File: src/rtl/xiyiji_program_ctrl.sv
// Washer program sequencer: IDLE/INLET/WASH/DRAIN/DRY/DONE/PAUSE on 1 Hz ticks.
// Optional DONE buzzer enabled by defining DONE_BUZZER_EN.
module xiyiji_program_ctrl #(
`ifdef DONE_BUZZER_EN
    parameter int unsigned T_ALARM = 3,
`endif
    parameter int unsigned T_INLET = 5,
    parameter int unsigned T_DRAIN = 5,
    parameter int unsigned T_DRY   = 6,
    parameter int unsigned T_FWD   = 3,
    parameter int unsigned T_REV   = 3,
    parameter int unsigned T_STOP  = 1,
    parameter int unsigned T_WASH0 = 12,
    parameter int unsigned T_WASH1 = 20,
    parameter int unsigned T_WASH2 = 30
) (
    input  logic       clk,
    input  logic       rst,
    input  logic       tick_1hz,
    input  logic       select_p,
    input  logic       start_p,
    input  logic       emerg_p,
    output logic [1:0] mode,
    output logic [2:0] phase,
    output logic [5:0] count,
    output logic       zheng,
    output logic       fan,
    output logic       inlet,
    output logic       drain,
    output logic       dry,
    output logic       alarm
);

    typedef enum logic [2:0] {
        IDLE  = 3'd0,
        INLET = 3'd1,
        WASH  = 3'd2,
        DRAIN = 3'd3,
        DRY   = 3'd4,
        DONE  = 3'd5,
        PAUSE = 3'd6
    } phase_t;

    typedef enum logic [1:0] {
        FWD  = 2'd0,
        STP1 = 2'd1,
        REV  = 2'd2,
        STP2 = 2'd3
    } sub_t;

    phase_t     ph_q, ph_n;
    phase_t     sv_q, sv_n;
    sub_t       sub_q, sub_n;
    logic [5:0] cnt_q, cnt_n;
    logic [5:0] scnt_q, scnt_n;
    logic [1:0] mode_q, mode_n;
`ifdef DONE_BUZZER_EN
    logic [5:0] buzz_q, buzz_n;
`endif

    function automatic logic [1:0] nxt_mode(logic [1:0] m);
        return (m == 2'd2) ? 2'd0 : m + 2'd1;
    endfunction

    function automatic logic [5:0] wash_len(logic [1:0] m);
        unique case (m)
            2'd0:    return 6'(T_WASH0);
            2'd1:    return 6'(T_WASH1);
            default: return 6'(T_WASH2);
        endcase
    endfunction

    function automatic logic [5:0] sub_len(sub_t s);
        unique case (s)
            FWD:     return 6'(T_FWD);
            REV:     return 6'(T_REV);
            default: return 6'(T_STOP);
        endcase
    endfunction

    assign mode  = mode_q;
    assign phase = ph_q;
    assign count = cnt_q;

    // Next-state: phase transitions, counters, pause save/restore.
    always_comb begin
        ph_n   = ph_q;
        sv_n   = sv_q;
        sub_n  = sub_q;
        cnt_n  = cnt_q;
        scnt_n = scnt_q;
        mode_n = mode_q;
`ifdef DONE_BUZZER_EN
        buzz_n = buzz_q;
`endif
        unique case (ph_q)
            IDLE: begin
                if (start_p) begin
                    ph_n  = INLET;
                    cnt_n = 6'(T_INLET);
                end else if (select_p) begin
                    mode_n = nxt_mode(mode_q);
                end
            end
            INLET, WASH, DRAIN, DRY: begin
                if (emerg_p) begin
                    ph_n = PAUSE;
                    sv_n = ph_q;
                end else if (tick_1hz) begin
                    if (ph_q == WASH) begin
                        if (scnt_q == 6'd1) begin
                            sub_n  = sub_t'(sub_q + 2'd1);
                            scnt_n = sub_len(sub_t'(sub_q + 2'd1));
                        end else begin
                            scnt_n = scnt_q - 6'd1;
                        end
                    end
                    if (cnt_q != 6'd1) begin
                        cnt_n = cnt_q - 6'd1;
                    end else if (ph_q == INLET) begin
                        ph_n   = WASH;
                        cnt_n  = wash_len(mode_q);
                        sub_n  = FWD;
                        scnt_n = 6'(T_FWD);
                    end else if (ph_q == WASH) begin
                        ph_n  = DRAIN;
                        cnt_n = 6'(T_DRAIN);
                    end else if (ph_q == DRAIN) begin
                        ph_n  = DRY;
                        cnt_n = 6'(T_DRY);
                    end else begin
                        ph_n  = DONE;
                        cnt_n = 6'd0;
`ifdef DONE_BUZZER_EN
                        buzz_n = 6'(T_ALARM);
`endif
                    end
                end
            end
            DONE: begin
                if (start_p) begin
                    ph_n  = INLET;
                    cnt_n = 6'(T_INLET);
`ifdef DONE_BUZZER_EN
                    buzz_n = 6'd0;
`endif
                end else if (select_p) begin
                    ph_n   = IDLE;
                    mode_n = nxt_mode(mode_q);
`ifdef DONE_BUZZER_EN
                    buzz_n = 6'd0;
`endif
                end
`ifdef DONE_BUZZER_EN
                else if (tick_1hz && buzz_q != 6'd0) begin
                    buzz_n = buzz_q - 6'd1;
                end
`endif
            end
            PAUSE: begin
                if (start_p) begin
                    ph_n = sv_q;
                end
            end
            default: ph_n = IDLE;
        endcase
    end

    // State and registered actuator/alarm outputs.
    always_ff @(posedge clk) begin
        if (!rst) begin
            ph_q   <= IDLE;
            sv_q   <= IDLE;
            sub_q  <= FWD;
            cnt_q  <= 6'd0;
            scnt_q <= 6'd0;
            mode_q <= 2'd0;
            zheng  <= 1'b0;
            fan    <= 1'b0;
            inlet  <= 1'b0;
            drain  <= 1'b0;
            dry    <= 1'b0;
            alarm  <= 1'b0;
`ifdef DONE_BUZZER_EN
            buzz_q <= 6'd0;
`endif
        end else begin
            ph_q   <= ph_n;
            sv_q   <= sv_n;
            sub_q  <= sub_n;
            cnt_q  <= cnt_n;
            scnt_q <= scnt_n;
            mode_q <= mode_n;
            zheng  <= (ph_n == WASH) && (sub_n == FWD);
            fan    <= (ph_n == WASH) && (sub_n == REV);
            inlet  <= (ph_n == INLET);
            drain  <= (ph_n == DRAIN);
            dry    <= (ph_n == DRY);
`ifdef DONE_BUZZER_EN
            buzz_q <= buzz_n;
            alarm  <= (ph_n == PAUSE) ||
                      ((ph_n == DONE) && (buzz_n != 6'd0));
`else
            alarm  <= (ph_n == PAUSE);
`endif
        end
    end

endmodule

File: config.mk
export PLATFORM = sky130hd
export DESIGN_NAME = xiyiji_program_ctrl
export DESIGN_NICKNAME = d
export VERILOG_FILES = /design/src/rtl/xiyiji_program_ctrl.sv
export SDC_FILE = /design/constraint.sdc
export NUM_CORES = 1
export LEC_CHECK = 0
export BUFFER_PORTS_ARGS = -buffer_cell sky130_fd_sc_hd__buf_2
export CORE_MARGIN = 2
export CORE_UTILIZATION = 25
export DETAILED_ROUTE_END_ITERATION = 8
export PLACE_DENSITY_LB_ADDON = 0.25
export SLEW_MARGIN = 20
export SYNTH_ARGS = -nofsm -noshare
export SYNTH_HDL_FRONTEND = slang
export SYNTH_SLANG_ARGS = --single-unit
File: constraint.sdc
create_clock -name clk -period 3.1 [get_ports clk]
set_input_delay 0.31 -clock clk [delete_from_list [all_inputs] [get_ports clk]]
set_output_delay 0.31 -clock clk [all_outputs]
set_load 0.1 [all_outputs]
# == Word-level counts from Yosys, hierarchy flattened ==
# Cells that the tools add are included.
# word_totals
ff_bits,28
inputBits,6
output_inout_bits,17
# classes
add_sub_neg,4
n_eq_ne,20
muxes,33
n_bitwise,2
reduce_logical,14
# ops
cell,count
6-bit two-way mux,9
3-bit two-way mux,11
2-bit two-way mux,9
"3-bit == test, second input constant",5
"3-bit by 2-bit == test with 1-bit output, second input constant",4
3-bit case mux with 4 select lines,1
6-bit case mux with 2 select lines,1
"6-bit by 1-bit subtractor with 6-bit output, second input constant",2
5-bit case mux with 2 select lines,1
"2-bit == test, second input constant",3
"3-bit by 1-bit == test with 1-bit output, second input constant",2
"6-bit by 1-bit == test with 1-bit output, second input constant",1
2-bit zero test,3
"6-bit by 1-bit != test with 1-bit output, second input constant",1
3-bit AND reduction,2
"2-bit by 1-bit adder with 2-bit output, second input constant",2
"2-bit != test, second input constant",2
4-bit AND reduction,1
2-bit OR reduction,2
4-bit OR reduction,1
3-bit zero test,1
"2-bit by 1-bit == test with 1-bit output, second input constant",1
1-bit logical AND,2
"2-bit by 1-bit != test with 1-bit output, second input constant",1
other kinds (4),5

# == Logic depth before layout (Yosys ltp) ==
# Gate-level depths: netlist (run 1).
# depth
ltp_word,10
depth_mapped,8
depth_no_buf,7

# == Least setup slack after synthesis (run 1) ==
# OpenSTA, ideal clock, no wires.
# synth_timing
kind,register -> register
from,"register cnt_q[1], in the netlist count[1]"
to,register zheng
setup_time_ps,146
t_arrival_ps,2515
required_ps,2954
setup_slack_ps,439
stages_incl_launch_ff,9
path_buffers,1
period_less_slack_ps,2661
cell_sequence,dfxtp_1 > inv_1 > ha_1 > nor2b_1 > nand2_1 > buf_2 > o21ai_0 > a211oi_1 > nor4_1
# synth_between
elab_chain_cells,7
elab_cells_between_ends,12
classes_between,2 x eq/ne; 8 x mux; 2 x reduce/logical
# synth_lines
item,line,rtl
"start, declared",54,"logic [5:0] cnt_q, cnt_n;"
"start signal, assigned",191,cnt_q <= cnt_n;
6-bit by 1-bit != test with 1-bit output (*),118,if (cnt_q != 6'd1) begin
3-bit two-way mux or 2-bit two-way mux (tied branches),118,
3-bit two-way mux or 2-bit two-way mux (tied branches),109,end else if (tick_1hz) begin
3-bit two-way mux or 2-bit two-way mux (tied branches),106,if (emerg_p) begin
3-bit case mux with 4 select lines or 2-bit two-way mux (tied branches),96,unique case (ph_q)
3-bit by 2-bit == test with 1-bit output or 2-bit zero test (tied branches),194,zheng <= (ph_n == WASH) && (sub_n == FWD);
1-bit logical AND (*),194,
"end signal, assigned",194,
"end, declared",26,"output logic zheng,"
# Every way passes the cells marked *; elsewhere a longest branch is shown, timed or not.
# A chain may end at the register's enable or synchronous reset.

# == Worst setup path after layout (run 1) ==
# layout_timing
from,"register cnt_q[0], in the netlist count[0]"
to,register zheng
# The elaborated chain is that of the path after synthesis.

==> impl_metrics.ini, run 1 <==
[logic_synthesis]
register_bit_total_from_synthesis = 28
synthesis.instances = 207
ys.flop_type = sky130_fd_sc_hd__dfxtp_1
synth.yosys.seq_area_share_pct = 33.8
netlist.area_leader.share_pct = 33.8
synthesis.yosys.warnings = 0
synth_area_per_cell_sq_um = 8.00
synth_cell_types = 53
most_numerous_cell_types_in_the_synthesized_netlist = sky130_fd_sc_hd__dfxtp_1, sky130_fd_sc_hd__nor2_1, sky130_fd_sc_hd__nand2_1, sky130_fd_sc_hd__o21ai_0, sky130_fd_sc_hd__a21oi_1
post_synth_edffs = 0
async_flop_share_pct = 0
synth_area_sq_mm = 0.00166
syn_nets = 217
cell_taking_the_most_area_after_synthesis = sky130_fd_sc_hd__dfxtp_1
synth_area_leaders = sky130_fd_sc_hd__dfxtp_1, sky130_fd_sc_hd__nor2_1, sky130_fd_sc_hd__nand2_1, sky130_fd_sc_hd__o21ai_0, sky130_fd_sc_hd__xor2_1
synth_most_common_cell = sky130_fd_sc_hd__dfxtp_1

[place]
port_buffers = 22
detailed_place_hpwl_microns = 3110
post_dp_cell_area_sq_mm = 0.00184
place_congestion = 0.801

[grt]
antenna_found_initial = 0
grt_first_pass_wirelength_microns = 7180
maximum_number_of_pins_on_one_net_before_global_route_repair = 24
grt-ovfl-total = 0
grt_pass1_vias = 1466
globalRouteTotalUtil_pct = 12.2

[power]
power_density_mw_per_mm2 = 1170
vdd_drop_max_mv = 0.510
report.power.total_uw = 2230
leakage_uw = 0.000749

[final_layout]
area.growth.synth_to_final_pct = 15.1
fillers = 700
antenna_cells = 0
final_design_area_no_fill_sq_mm = 0.00191
drive_gt1_share_pct = 18.1
final_nets = 237

[critical_path]
worst_r2r_path_depth = 6
timing.setup.critical_path_class = flop to flop
critical_path.startpoint_type = flop
setup.reg_to_reg.worst_slack_ns = 0.82
cp.required_ns = 3.30
timing.critical_path.from = count[0]
critical_path.reg2reg.startpoint = count[0]
crit_path_end_kind = flop
r2r-end = zheng
timing.critical_path.fanout_max = 11
worst_ep_arrival_time_ns = 2.48

[sta]
post-route-min-period_ns = 2.28
setup-violations-final = 0
layout_worst_path_cycle_share_pct = 73.6
timing.slew.headroom_pct = 52.9
fmaxAchievable_mhz = 438
final-max-slew-violation-count = 0
grt_setup_unrepaired = false
fin_skew_ns = 0.00494
worst_slew_pin_slew_ns = 0.705
hold_viol_final = 0
fin_tns_setup_ns = 0

[route]
wl_per_cell_microns = 13.9
remaining_drc_errors = 0
vias = 1531
detailedRoute.firstIterationViolations = 74
detail-route-antenna-nets = 0
via_per_inst = 5.05
drt_pre_antenna_iters = 4
routed_wl_microns = 4220

[clock_network]
postCtsHoldBufs = 0
ctsHtreeMaxLevel = 1
post_cts_buffers = 0
max-clock-path-buffers = 2
clock_insertion_delay_worst_skew_ns = 0.28
clkSinkCount = 28
cts_root_buffer = sky130_fd_sc_hd__clkbuf_8
cts.clk_slew.worst_paths_ns = 0.10
cts_resized = 0
tritoncts = built
cts_buffers = 3

[floorplan]
dieWidth_microns = 85.4
die_area_sq_mm = 0.00729
die_height_microns = 85.4
ioPinCount = 23
core_sq_mm = 0.00639
floorplan.rows = 29
effective_utilization_at_floorplan_pct = 25.9

[outcome]
outcome = finished, final reports clean

[worst_hold_path]
hold_start = rst
timing.hold.worst_path_depth = 3
min_path_type = input pin to flop
hold_end = sub_q[0]

[run]
maxcap_violations = 0
[per-stage QoR]
stage               utilization (%)  cells  hold slack (ns)  setup WS, ns
floorplan                         -    207            0.429         0.439
global placement               28.7    299            0.502         0.919
detailed placement             28.7    299            0.504         0.871
CTS                            29.9    303            0.296         0.848
global route                   29.9    303            0.321         0.606
finish                         29.9    303            0.306         0.818
[sequential cells by signal, summed over array words and instances (netlist names), 2 cells and up]
signal / count
sub_q: 2
scnt_q: 6
mode: 2
phase: 3
count: 6
sv_q: 3
[power breakdown]
group          leakage, uW  switching, uW  internal (uW)
sequential        0.000228            141            450
combinational     0.000485            974            367
clock            0.0000357            125            173
[worst max-delay path, stage by stage, from the launching register on]
cell and delay, ns:
sky130_fd_sc_hd__dfxtp_1 0.49, sky130_fd_sc_hd__ha_1 0.21, sky130_fd_sc_hd__nor2b_1 0.24, sky130_fd_sc_hd__nand2_1 0.27, sky130_fd_sc_hd__or4_1 0.60, sky130_fd_sc_hd__and3_1 0.20, sky130_fd_sc_hd__nor4_1 0.19
[metal layers]
metal	vias to the layer above	wire [microns]	global-route usage, %
met3	2	269	3.40
met2	43	1940	19.8
met1	711	1990	16.6
li1	775	-	-
met5	-	0	0
met4	0	18	1.30
[worst max path at each step]
stage	depth (start not counted)	endpoint	slack (ns)
3_5_place_dp	6	zheng	0.87
5_1_grt	6	zheng	0.61
3_3_place_gp	5	zheng	0.92
2_1_floorplan	8	zheng	0.44
6_report	6	zheng	0.82
4_1_cts	6	zheng	0.85
[cell families after synthesis]
logic type	share of synthesized area (%)
and+or+nand+nor	33.8
muxes	1.21
adders and majority gates	3.02
AOI/OAI and AO/OA	19.2
xor gates and xnor gates	4.76
buffers and inverters	4.15
DFF	33.8
[layout make-up]
class	count	area (sq um)	area share (%)
repair buffers	23	118	6.17
clock buffers	3	41.3	2.17
multi-input cells	162	1030	53.9
inverters	9	33.8	1.77
flip-flops and latches	28	561	29.4
well taps	77	96.3	5.05
clock inverters	1	30.0	1.57
[placed cells by master, fill, tap and decap left out, types with 3 or more instances in the layout]
cell,count
sky130_fd_sc_hd__nand3_1,4
sky130_fd_sc_hd__a21oi_1,10
sky130_fd_sc_hd__nand2b_1,6
sky130_fd_sc_hd__nand3b_1,3
sky130_fd_sc_hd__or2_2,3
sky130_fd_sc_hd__xnor2_1,3
sky130_fd_sc_hd__nor2b_1,5
sky130_fd_sc_hd__xor2_1,6
sky130_fd_sc_hd__o21ai_0,13
sky130_fd_sc_hd__inv_1,9
sky130_fd_sc_hd__nand2_1,21
sky130_fd_sc_hd__buf_2,22
sky130_fd_sc_hd__nor4_1,4
sky130_fd_sc_hd__nor2_1,27
sky130_fd_sc_hd__nor3_1,7
sky130_fd_sc_hd__dfxtp_1,28
sky130_fd_sc_hd__clkbuf_8,3
sky130_fd_sc_hd__ha_1,4
(Power assumes the default switching activity.)
==> inputs of run 2 (changes only) <==
==> constraint.sdc (replaced) <==
create_clock -name clk -period 1.9 [get_ports clk]
set_input_delay 0.19 -clock clk [delete_from_list [all_inputs] [get_ports clk]]
set_output_delay 0.19 -clock clk [all_outputs]
set_load 0.1 [all_outputs]
==> run 2 against run 1 <==
Net effect:
- clock-buffer cell count rose by 1
- critical path depth is 2 higher
- final cell count increased by 5.3%
- hold slack got worse by 0.12 ns
- total power grew 75%
- global-route usage hardly changed
- non-clock buffer count grew 16
- clock power up 29%
- highest routed layer unchanged
==> impl_metrics.ini, run 2 (same netlist as run 1, synthesis figures left out) <==
[outcome]
outcome = finished, final reports clean

[power]
vdd_drop_max_mv = 0.930
power_density_mw_per_mm2 = 1810
report.power.total_uw = 3890
leakage_uw = 0.000838

[sta]
layout_worst_path_cycle_share_pct = 97.0
final-max-slew-violation-count = 0
post-route-min-period_ns = 1.84
fin_skew_ns = 0.00679
fmaxAchievable_mhz = 543
hold_viol_final = 0
worst_slew_pin_slew_ns = 0.492
setup-violations-final = 0
timing.slew.headroom_pct = 67.4
fin_tns_setup_ns = 0
final.setup.worst_slack_ns = 0.0570

[floorplan]
die_area_sq_mm = 0.00729
floorplan.rows = 29
core_sq_mm = 0.00639
ioPinCount = 23
dieWidth_microns = 85.4
effective_utilization_at_floorplan_pct = 25.9
die_height_microns = 85.4

[route]
routed_wl_microns = 4600
drt_pre_antenna_iters = 4
wl_per_cell_microns = 14.4
vias = 1566
via_per_inst = 4.91
detail-route-antenna-nets = 0
remaining_drc_errors = 0
detailedRoute.firstIterationViolations = 110

[grt]
globalRouteTotalUtil_pct = 12.2
antenna_found_initial = 0
grt_first_pass_wirelength_microns = 7080
grt_pass1_vias = 1442
maximum_number_of_pins_on_one_net_before_global_route_repair = 20
grt-ovfl-total = 0

[worst_hold_path]
min_path_type = input pin to flop
timing.hold.worst_path_depth = 3
hold_start = rst
hold_end = sub_q[0]

[clock_network]
clkSinkCount = 28
cts_root_buffer = sky130_fd_sc_hd__clkbuf_8
ctsHtreeMaxLevel = 1
postCtsHoldBufs = 0
cts_buffers = 3
tritoncts = built
cts.clk_slew.worst_paths_ns = 0.10
max-clock-path-buffers = 2
clock_insertion_delay_worst_skew_ns = 0.28

[final_layout]
antenna_cells = 0
final_nets = 253
leading_cell_types_in_the_layout_fill_and_taps_excluded = sky130_fd_sc_hd__nor2_1, sky130_fd_sc_hd__buf_2, sky130_fd_sc_hd__nand2_1, sky130_fd_sc_hd__dfxtp_1, sky130_fd_sc_hd__buf_4
drive_gt1_share_pct = 34.3
final_cells = 319
layout_commonest_cell = sky130_fd_sc_hd__nor2_1
final_util_pct = 33.6
area.growth.synth_to_final_pct = 29.5

[critical_path]
critical_path.startpoint_type = flop
cp.required_ns = 2.10
setup.reg_to_reg.worst_slack_ns = 0.06
timing.setup.critical_path_class = flop to flop
timing.critical_path.fanout_max = 3
r2r-end = zheng
worst_r2r_path_depth = 8
crit_path_end_kind = flop
critical_path.reg2reg.startpoint = scnt_q[1]
worst_ep_arrival_time_ns = 2.04

[place]
place_congestion = 0.812
detailed_place_hpwl_microns = 3270
port_buffers = 22
placed_cells = 313
pre_cts_slack_ns = 0.0251

[run]
maxcap_violations = 0
-- run 2: cell types whose count changed in the layout (fill, tap and decap cells not counted), sizes merged --
cell / previous run / this run
buf: 23 / 39
bufinv: 1 / 0
clkbuf: 3 / 4
-- run 2: power by group --
group	switching, uW	internal, uW
combinational	1720	783
sequential	240	769
clock	197	186
-- run 2: metal layers --
metal	up-vias	wire [microns]	part of all wire [%]	global-route usage, %
li1	808	-	-	-
met5	-	0	0	0
met2	23	2230	48	19.6
met3	6	149	3.2	2.53
met1	729	2180	47	16.7
met4	0	44	0.96	2.60
-- run 2: critical path, stage by stage (launching register included) --
cell                      delay [ns]
sky130_fd_sc_hd__dfxtp_2        0.35
sky130_fd_sc_hd__inv_2          0.04
sky130_fd_sc_hd__ha_1           0.16
sky130_fd_sc_hd__or4b_4         0.24
sky130_fd_sc_hd__nor4_4         0.04
sky130_fd_sc_hd__buf_4          0.15
sky130_fd_sc_hd__or3_2          0.41
sky130_fd_sc_hd__and3_4         0.17
sky130_fd_sc_hd__nor4_4         0.21
-- run 2: timing repair --
action | 4_1_cts | 5_1_grt
setup buffers | 0 | 2
setup endpoints to repair | 1 | 6
pin swaps | 2 | 5
gates cloned | 0 | 0
hold endpoints to repair | 0 | 0
resized for setup | 1 | 17
-- run 2: layout make-up --
cell class	count	area, sq um
Inverter	9	33.8
Sequential cell	28	586
Fill cell	683	4240
Clock buffer	4	55.1
Tap cell	77	96.3
Timing Repair Buffer	39	238
Multi-Input combinational cell	162	1140
-- run 2: per-stage QoR --
| step | cell area (sq um) | hold WS [ns] |
|---|---|---|
| finish | 2150 | 0.190 |
| global route | 2150 | 0.192 |
| CTS | 2040 | 0.179 |
| detailed placement | 1980 | 0.481 |
| global placement | 1980 | 0.479 |
| floorplan | 1700 | 0.309 |
-- run 2: worst max-delay path by stage --
stage / from / to / slack [ns] / cells past startpoint
floorplan: count[0] / zheng / 0.002 / 6
global placement: scnt_q[1] / fan / 0.08 / 8
detailed placement: scnt_q[1] / fan / 0.03 / 8
CTS: scnt_q[1] / zheng / 0.006 / 8
global route: scnt_q[1] / zheng / -0.01 / 8
finish: scnt_q[1] / zheng / 0.06 / 8
